===== src/rtl/fmc_adc_ext_trig_cond.sv =====
`default_nettype none
// ============================================================================
// fmc_adc_ext_trig_cond : FMC-ADC external trigger conditioner. It synchronises
//   the input, applies polarity and a glitch filter, detects the edge and adds a
//   programmable delay. FMC_ADC_EXT_TRIG_CNT_EN adds trigger/miss counters.
// Revision : 1.0
// ============================================================================
module fmc_adc_ext_trig_cond #(
  parameter int g_SYNC_STAGES = 2,
  parameter int g_DLY_WIDTH   = 32,
  parameter int g_FLT_WIDTH   = 8
) (
  input  logic                   clk_i,
  input  logic                   rst_n_i,
  input  logic                   ext_trig_a_i,
  input  logic                   en_i,
  input  logic                   pol_i,
  input  logic [g_FLT_WIDTH-1:0] glitch_len_i,
  input  logic [g_DLY_WIDTH-1:0] dly_i,
  output logic                   trig_p_o,
  output logic                   busy_o,
  output logic                   missed_p_o,
  output logic                   level_o
`ifdef FMC_ADC_EXT_TRIG_CNT_EN
  ,
  output logic [31:0]            trig_cnt_o,
  output logic [31:0]            miss_cnt_o
`endif
);

  localparam logic [g_FLT_WIDTH-1:0] c_FLT_ONE = {{(g_FLT_WIDTH-1){1'b0}}, 1'b1};
  localparam logic [g_DLY_WIDTH-1:0] c_DLY_ONE = {{(g_DLY_WIDTH-1){1'b0}}, 1'b1};

  typedef enum logic [0:0] {
    ST_IDLE  = 1'b0,
    ST_DELAY = 1'b1
  } state_t;

  logic [g_SYNC_STAGES-1:0] r_sync;
  logic                     w_sync_s;
  logic                     r_flt;
  logic [g_FLT_WIDTH-1:0]   r_fcnt;
  logic                     r_flt_d;
  logic                     r_edge;

  state_t                   r_state;
  state_t                   w_state_nxt;
  logic [g_DLY_WIDTH-1:0]   r_dcnt;
  logic [g_DLY_WIDTH-1:0]   w_dcnt_nxt;
  logic                     r_trig;
  logic                     w_trig_nxt;
  logic                     r_missed;
  logic                     w_missed_nxt;

  always_ff @(posedge clk_i) begin
    if (!rst_n_i) begin
      r_sync <= '0;
    end else begin
      r_sync <= {r_sync[g_SYNC_STAGES-2:0], ext_trig_a_i};
    end
  end

  assign w_sync_s = r_sync[g_SYNC_STAGES-1] ^ pol_i;

  // A new level is accepted only after it has differed from r_flt for
  // glitch_len_i+1 consecutive cycles.
  always_ff @(posedge clk_i) begin
    if (!rst_n_i) begin
      r_flt  <= 1'b0;
      r_fcnt <= '0;
    end else if (w_sync_s == r_flt) begin
      r_fcnt <= '0;
    end else if (r_fcnt == glitch_len_i) begin
      r_flt  <= w_sync_s;
      r_fcnt <= '0;
    end else begin
      r_fcnt <= r_fcnt + c_FLT_ONE;
    end
  end

  always_ff @(posedge clk_i) begin
    if (!rst_n_i) begin
      r_flt_d <= 1'b0;
      r_edge  <= 1'b0;
    end else begin
      r_flt_d <= r_flt;
      r_edge  <= r_flt & ~r_flt_d;
    end
  end

  always_ff @(posedge clk_i) begin
    if (!rst_n_i) begin
      r_state  <= ST_IDLE;
      r_dcnt   <= '0;
      r_trig   <= 1'b0;
      r_missed <= 1'b0;
    end else begin
      r_state  <= w_state_nxt;
      r_dcnt   <= w_dcnt_nxt;
      r_trig   <= w_trig_nxt;
      r_missed <= w_missed_nxt;
    end
  end

  always_comb begin
    w_state_nxt  = r_state;
    w_dcnt_nxt   = r_dcnt;
    w_trig_nxt   = 1'b0;
    w_missed_nxt = 1'b0;
    case (r_state)
      ST_IDLE: begin
        if (r_edge && en_i) begin
          if (dly_i == '0) begin
            w_trig_nxt = 1'b1;
          end else begin
            w_dcnt_nxt  = dly_i - c_DLY_ONE;
            w_state_nxt = ST_DELAY;
          end
        end
      end
      ST_DELAY: begin
        // Disabling mid-delay drops the pending trigger silently.
        if (!en_i) begin
          w_state_nxt = ST_IDLE;
        end else begin
          w_missed_nxt = r_edge;
          if (r_dcnt == '0) begin
            w_trig_nxt  = 1'b1;
            w_state_nxt = ST_IDLE;
          end else begin
            w_dcnt_nxt = r_dcnt - c_DLY_ONE;
          end
        end
      end
      default: begin
        w_state_nxt = ST_IDLE;
      end
    endcase
  end

  assign trig_p_o   = r_trig;
  assign missed_p_o = r_missed;
  assign busy_o     = (r_state == ST_DELAY);
  assign level_o    = r_flt;

`ifdef FMC_ADC_EXT_TRIG_CNT_EN
  logic [31:0] r_trig_cnt;
  logic [31:0] r_miss_cnt;

  always_ff @(posedge clk_i) begin
    if (!rst_n_i || !en_i) begin
      r_trig_cnt <= 32'd0;
      r_miss_cnt <= 32'd0;
    end else begin
      if (r_trig) begin
        r_trig_cnt <= r_trig_cnt + 32'd1;
      end
      if (r_missed) begin
        r_miss_cnt <= r_miss_cnt + 32'd1;
      end
    end
  end

  assign trig_cnt_o = r_trig_cnt;
  assign miss_cnt_o = r_miss_cnt;
`endif

endmodule
`default_nettype wire


===== config.mk =====
export PLATFORM = sky130hd
export DESIGN_NAME = fmc_adc_ext_trig_cond
export DESIGN_NICKNAME = d
export VERILOG_FILES = /design/src/rtl/fmc_adc_ext_trig_cond.sv
export SDC_FILE = /design/constraint.sdc
export NUM_CORES = 1
export LEC_CHECK = 0
export ABC_AREA = 0
export ABC_CLOCK_PERIOD_IN_PS = 3700
export CORE_MARGIN = 10
export CORE_UTILIZATION = 55
export CTS_CLUSTER_DIAMETER = 30
export DETAILED_ROUTE_END_ITERATION = 10
export PLACE_DENSITY = 0.85
export SLEW_MARGIN = 10
export SYNTH_ARGS = -nofsm -noshare
export SYNTH_HDL_FRONTEND = slang
export SYNTH_SLANG_ARGS = --single-unit

===== constraint.sdc =====
create_clock -name clk_i -period 3.7 [get_ports clk_i]
set_input_delay 0.555 -clock clk_i [delete_from_list [all_inputs] [get_ports clk_i]]
set_output_delay 0.555 -clock clk_i [all_outputs]
set_load 0.02 [all_outputs]

Word level (Yosys, flattened, before mapping)
Index checks and enable logic that the tools add are counted.
{"block": "classes", "add_sub_neg": 3, "n_eq_ne": 6, "n_mux": 15, "bitwise": 6, "reduce_logical": 7}
{"operator": "$mux W32", "count": 4}
{"operator": "$logic_not A32 Y1", "count": 2}
{"operator": "$pmux W32 S2", "count": 1}
{"operator": "$sub A32 B1 Y32 const B", "count": 2}
{"operator": "$add A8 B1 Y8 const B", "count": 1}
{"operator": "$eq A8 B8 Y1", "count": 1}
{"operator": "$mux W1", "count": 8}
{"operator": "$ne A2 B2 Y1 const B", "count": 4}
{"operator": "$not A1 Y1", "count": 4}
{"operator": "$pmux W1 S2", "count": 2}
{"operator": "$reduce_and A4 Y1", "count": 1}
{"operator": "$reduce_and A3 Y1", "count": 1}
{"operator": "$reduce_or A3 Y1", "count": 1}
{"operator": "$reduce_and A2 Y1", "count": 1}
{"operator": "$and A1 B1 Y1", "count": 1}
{"operator": "$eq A1 B1 Y1", "count": 1}
{"operator": "$logic_and A1 B1 Y1", "count": 1}
{"operator": "$xor A1 B1 Y1", "count": 1}
{"block": "totals", "register_bits": 48, "in_bits": 45, "elab_cells": 46}

Depth between registers and ports, before layout
{"block": "depth", "depth_word": 4, "mapped_depth": 13}

Worst setup path before layout
OpenSTA, ideal clock, no wires.
{"block": "synth_path", "path_kind": "register to register", "startpoint": "register r_state (netlist: busy_o)", "endpoint": "register r_dcnt[22]", "setup_time_ns": 0.117, "arrival_ns": 3.305, "t_required_ns": 3.583, "setup_slack_ns": 0.278, "stages_incl_launch_ff": 13, "path_cell_list": "dfxtp_1 buf_2 buf_2 buf_1 clkbuf_1 buf_2 mux2i_1 ha_1 and3_1 nand3b_4 o31a_1 a311o_1 a32o_1"}
{"block": "synth_via", "elab_chain_len": 3, "elab_cells_between_ends": 7}
{"element": "start, declared", "line": "46", "rtl": "state_t r_state;"}
{"element": "start signal, assigned", "line": "98", "rtl": "r_state <= w_state_nxt;"}
{"element": "$not A1 Y1"}
{"element": "$ne A2 B2 Y1 (no line)"}
{"element": "$reduce_and A4 Y1 (no line)"}
{"element": "end signal, assigned", "line": "99", "rtl": "r_dcnt <= w_dcnt_nxt;"}
{"element": "end, declared", "line": "48", "rtl": "logic [g_DLY_WIDTH-1:0] r_dcnt;"}
Several ways; a longest one is shown, not always the timed one.
A chain may end at the register's enable or synchronous reset.

Worst setup path after layout
{"block": "layout_path", "startpoint": "register r_state (netlist: busy_o)", "endpoint": "register r_dcnt[28]"}
Same word-level chain as after synthesis.

==> run summary <==
Status -> finished clean
Slowest stage delay, CP -> 0.80 ns
RSZ-0062 raised after global routing -> no
Slowest CP cell -> dfxtp_2
VDD IR max -> 0.167 mV
Crit path DAT -> 3.24 ns
DR WL/cell -> 18.8 µm
Cts bufs inserted -> 5
Placed insts -> 557
Vias per Instance -> 6.83
Worst reg2reg path depth -> 7
Post_cts resized -> 0
Final setup TNS -> 0 ns
Total gr overflow -> 0
Worst setup SP type -> flip-flop
Max Root-Sink Buffers -> 2
Pint -> 824 µW
Post-synth ARST share -> 0%
Commonest cells post-synth -> nand2_1 (52), dfxtp_1 (48), nor2_1 (42)
Worst path depth -> 7
Via count -> 3857
Critical Path RT -> 3.90 ns
Initial antenna violation count -> 0
Clk_skew -> 0.00810 ns
Vias in the first global route -> 3518
HPWL after DPL -> 7620 µm
Worst skew pair latency -> 0.31 ns
Unique masters post-synth -> 64
Hold_sp -> r_flt_d
Global Route Usage Sum -> 20.5%
Starting Density -> 57.4%
Worst-margin pin slew -> 0.713 ns
Crit path capture type -> flip-flop
Sw Share -> 23.2%
Final core occ -> 68.6%
RR Startpoint -> busy_o
Most numerous cell in the Yosys netlist -> nand2_1
Hold Buf Count CTS -> 0
I/O pins -> 49
Iter 0 DRT Violations -> 378
Hold Crit Depth -> 1
Post-CTS Setup Inserts -> 0
Sw Pwr -> 249 µW
R2R Setup Slk -> 0.66 ns
Total Nets Final -> 536
Max_slew headroom -> 52.4%
Leakage -> 1.44 nW
Max-cap violation count -> 0
Area of the multi-input gates -> 2360 µm²
Die Width -> 99.3 µm
Largest cells by area after synthesis -> dfxtp_1 (28%), nand2_1 (5.6%), nor2_1 (4.6%)
Top cell family by delay on the critical path -> simple AND/OR/NAND/NOR gates
Clock power share -> 39.1%
Global routing's busiest layer -> met2
Seq/Total Area, Yosys -> 27.8%
Power Density -> 259 nW/µm²
CP startpoint -> busy_o
Synth Register Bits -> 48
Core area -> 6030 µm²
First-pass GRT wire length -> 17200 µm
CTS tree -> built
Worst-path clk slew -> 0.09 ns
Tcrit/Tclk final -> 82.1%
Sequential Power Share -> 48.6%
Syn_nets -> 499
Final Instance Count excl. Fillers -> 565
Final Power -> 1.07 mW
Met3 GRT Util -> 4.57%
Crit-path cells -> buf_12 -> or4b_2 -> o2bb2ai_1 -> o2111ai_1 -> nor2_1 -> a22oi_1 -> o31a_1
DRT Pass-1 Iters -> 5
Min Tclk post-route -> 3.04 ns
Gate Count Post-Synth -> 452
CTS Sinks -> 48
CTS root buffer -> clkbuf_8
Reg area -> 962 µm²
Achievable Freq -> 329 MHz
Synthesized area per cell -> 7.65 µm²
Area Overhead vs Synth -> 19.5%
Htree depth -> 2
Final Max Slew Viols -> 0
Synth Cell Area -> 3460 µm²
Die area -> 9860 µm²
Largest net degree at the start of global routing -> 48
WP buf/inv -> 1
Synth warn -> 0
DRC viols -> 0
Layout filler cell count -> 510
EDFF count, synth -> 0
Largest area contributor in the netlist -> dfxtp_1
Final count of hold timing violations -> 0
Share of the synthesized area in the top cell type -> 27.8%
IO Port Bufs -> 48
Share of post-route cells with drive strength above 1 -> 6.12%
Final setup viols -> 0
Worst Hold Class -> flip-flop to flip-flop
Logic pwr share -> 12.3%
Post-DRT Antenna Nets -> 0
Kind of critical path -> flip-flop to flip-flop
Global routing usage on met2 -> 32.8%
Crit Path Max Fanout -> 47
Chip height -> 99.3 µm
Met1 GRT Util -> 25.9%
Top FF cell, synth -> dfxtp_1
Number of antenna diodes -> 0
WL final -> 10600 µm
Gpl congestion -> 0.980
# rows -> 28
[power by group through the flow]
stage	clock (mW)	sequential [mW]	combinational (mW)
2_1_floorplan	0	0.533	0.0514
3_3_place_gp	0	0.534	0.126
3_5_place_dp	0	0.534	0.129
4_1_cts	0.428	0.522	0.130
5_1_grt	0.450	0.522	0.141
6_report	0.419	0.522	0.132
[layout by cell type (no fill, tap or decap), types with 13 or more instances in the layout]
master / netlist / final
nand2_1: 52 / 52
clkdlybuf4s50_1: 0 / 48
dfxtp_1: 48 / 47
nor2_1: 42 / 42
nor3_1: 24 / 24
a21oi_1: 21 / 21
a31oi_1: 19 / 19
o21ai_0: 18 / 18
xor2_1: 16 / 16
nand3_1: 16 / 16
nor4_1: 14 / 14
mux2i_1: 13 / 13
o2111ai_1: 13 / 13
[cell type report]
type	count	area share (%)
clock inverter	1	0.726
inverter	7	0.635
timing repair buffer	56	13.7
tap	75	2.27
sequential	48	23.3
multi-input combinational	371	57.1
clock buffer	7	2.33
[cell families (layout without fill, tap and decap cells)]
family                     after synthesis  in the layout  synth area share, %
and+or+nand+nor                        198            198                 29.0
AOI/OAI and AO/OA                      136            136                 28.8
DFF                                     48             48                 27.8
buffers and inverters                   33             71                 4.05
muxes                                   18             18                 5.39
xor gates and xnor gates                17             17                 4.30
adders and majority gates                2              2                0.723
[flip-flops by register name, indices dropped and copies added, names as in the netlist]
signal      cells
r_sync          2
r_flt_d         1
trig_p_o        1
missed_p_o      1
r_edge          1
r_fcnt          8
level_o         1
busy_o          1
r_dcnt         32
[routing by layer]
layer | up-vias | wire, µm | share of wire, %
li1 | 1804 | - | -
met1 | 1818 | 4480 | 42
met2 | 209 | 4910 | 46
met3 | 26 | 996 | 9.4
met4 | 0 | 225 | 2.1
met5 | - | 0 | 0
[through the flow]
step / setup slack [ns] / hold slack, ns / instance area (µm²)
floorplan: 0.278 / 0.367 / 3460
global placement: 0.656 / 0.377 / 4010
detailed placement: 0.587 / 0.378 / 4010
CTS: 0.748 / 0.394 / 4140
global route: 0.522 / 0.413 / 4140
finish: 0.662 / 0.393 / 4140
[worst register-to-register path, delay by kind of cell, from the launching register on]
family	cells	cell delay, ns
compound gates	4	0.84
buf+inv	1	0.30
flops	1	0.80
simple gates	2	0.98
[worst paths after layout]
path,to
setup / recovery,r_dcnt[28]
hold / removal,r_edge
setup reg to reg,r_dcnt[28]
hold reg to reg,r_edge
No activity file was read; power rests on OpenSTA's default activity.
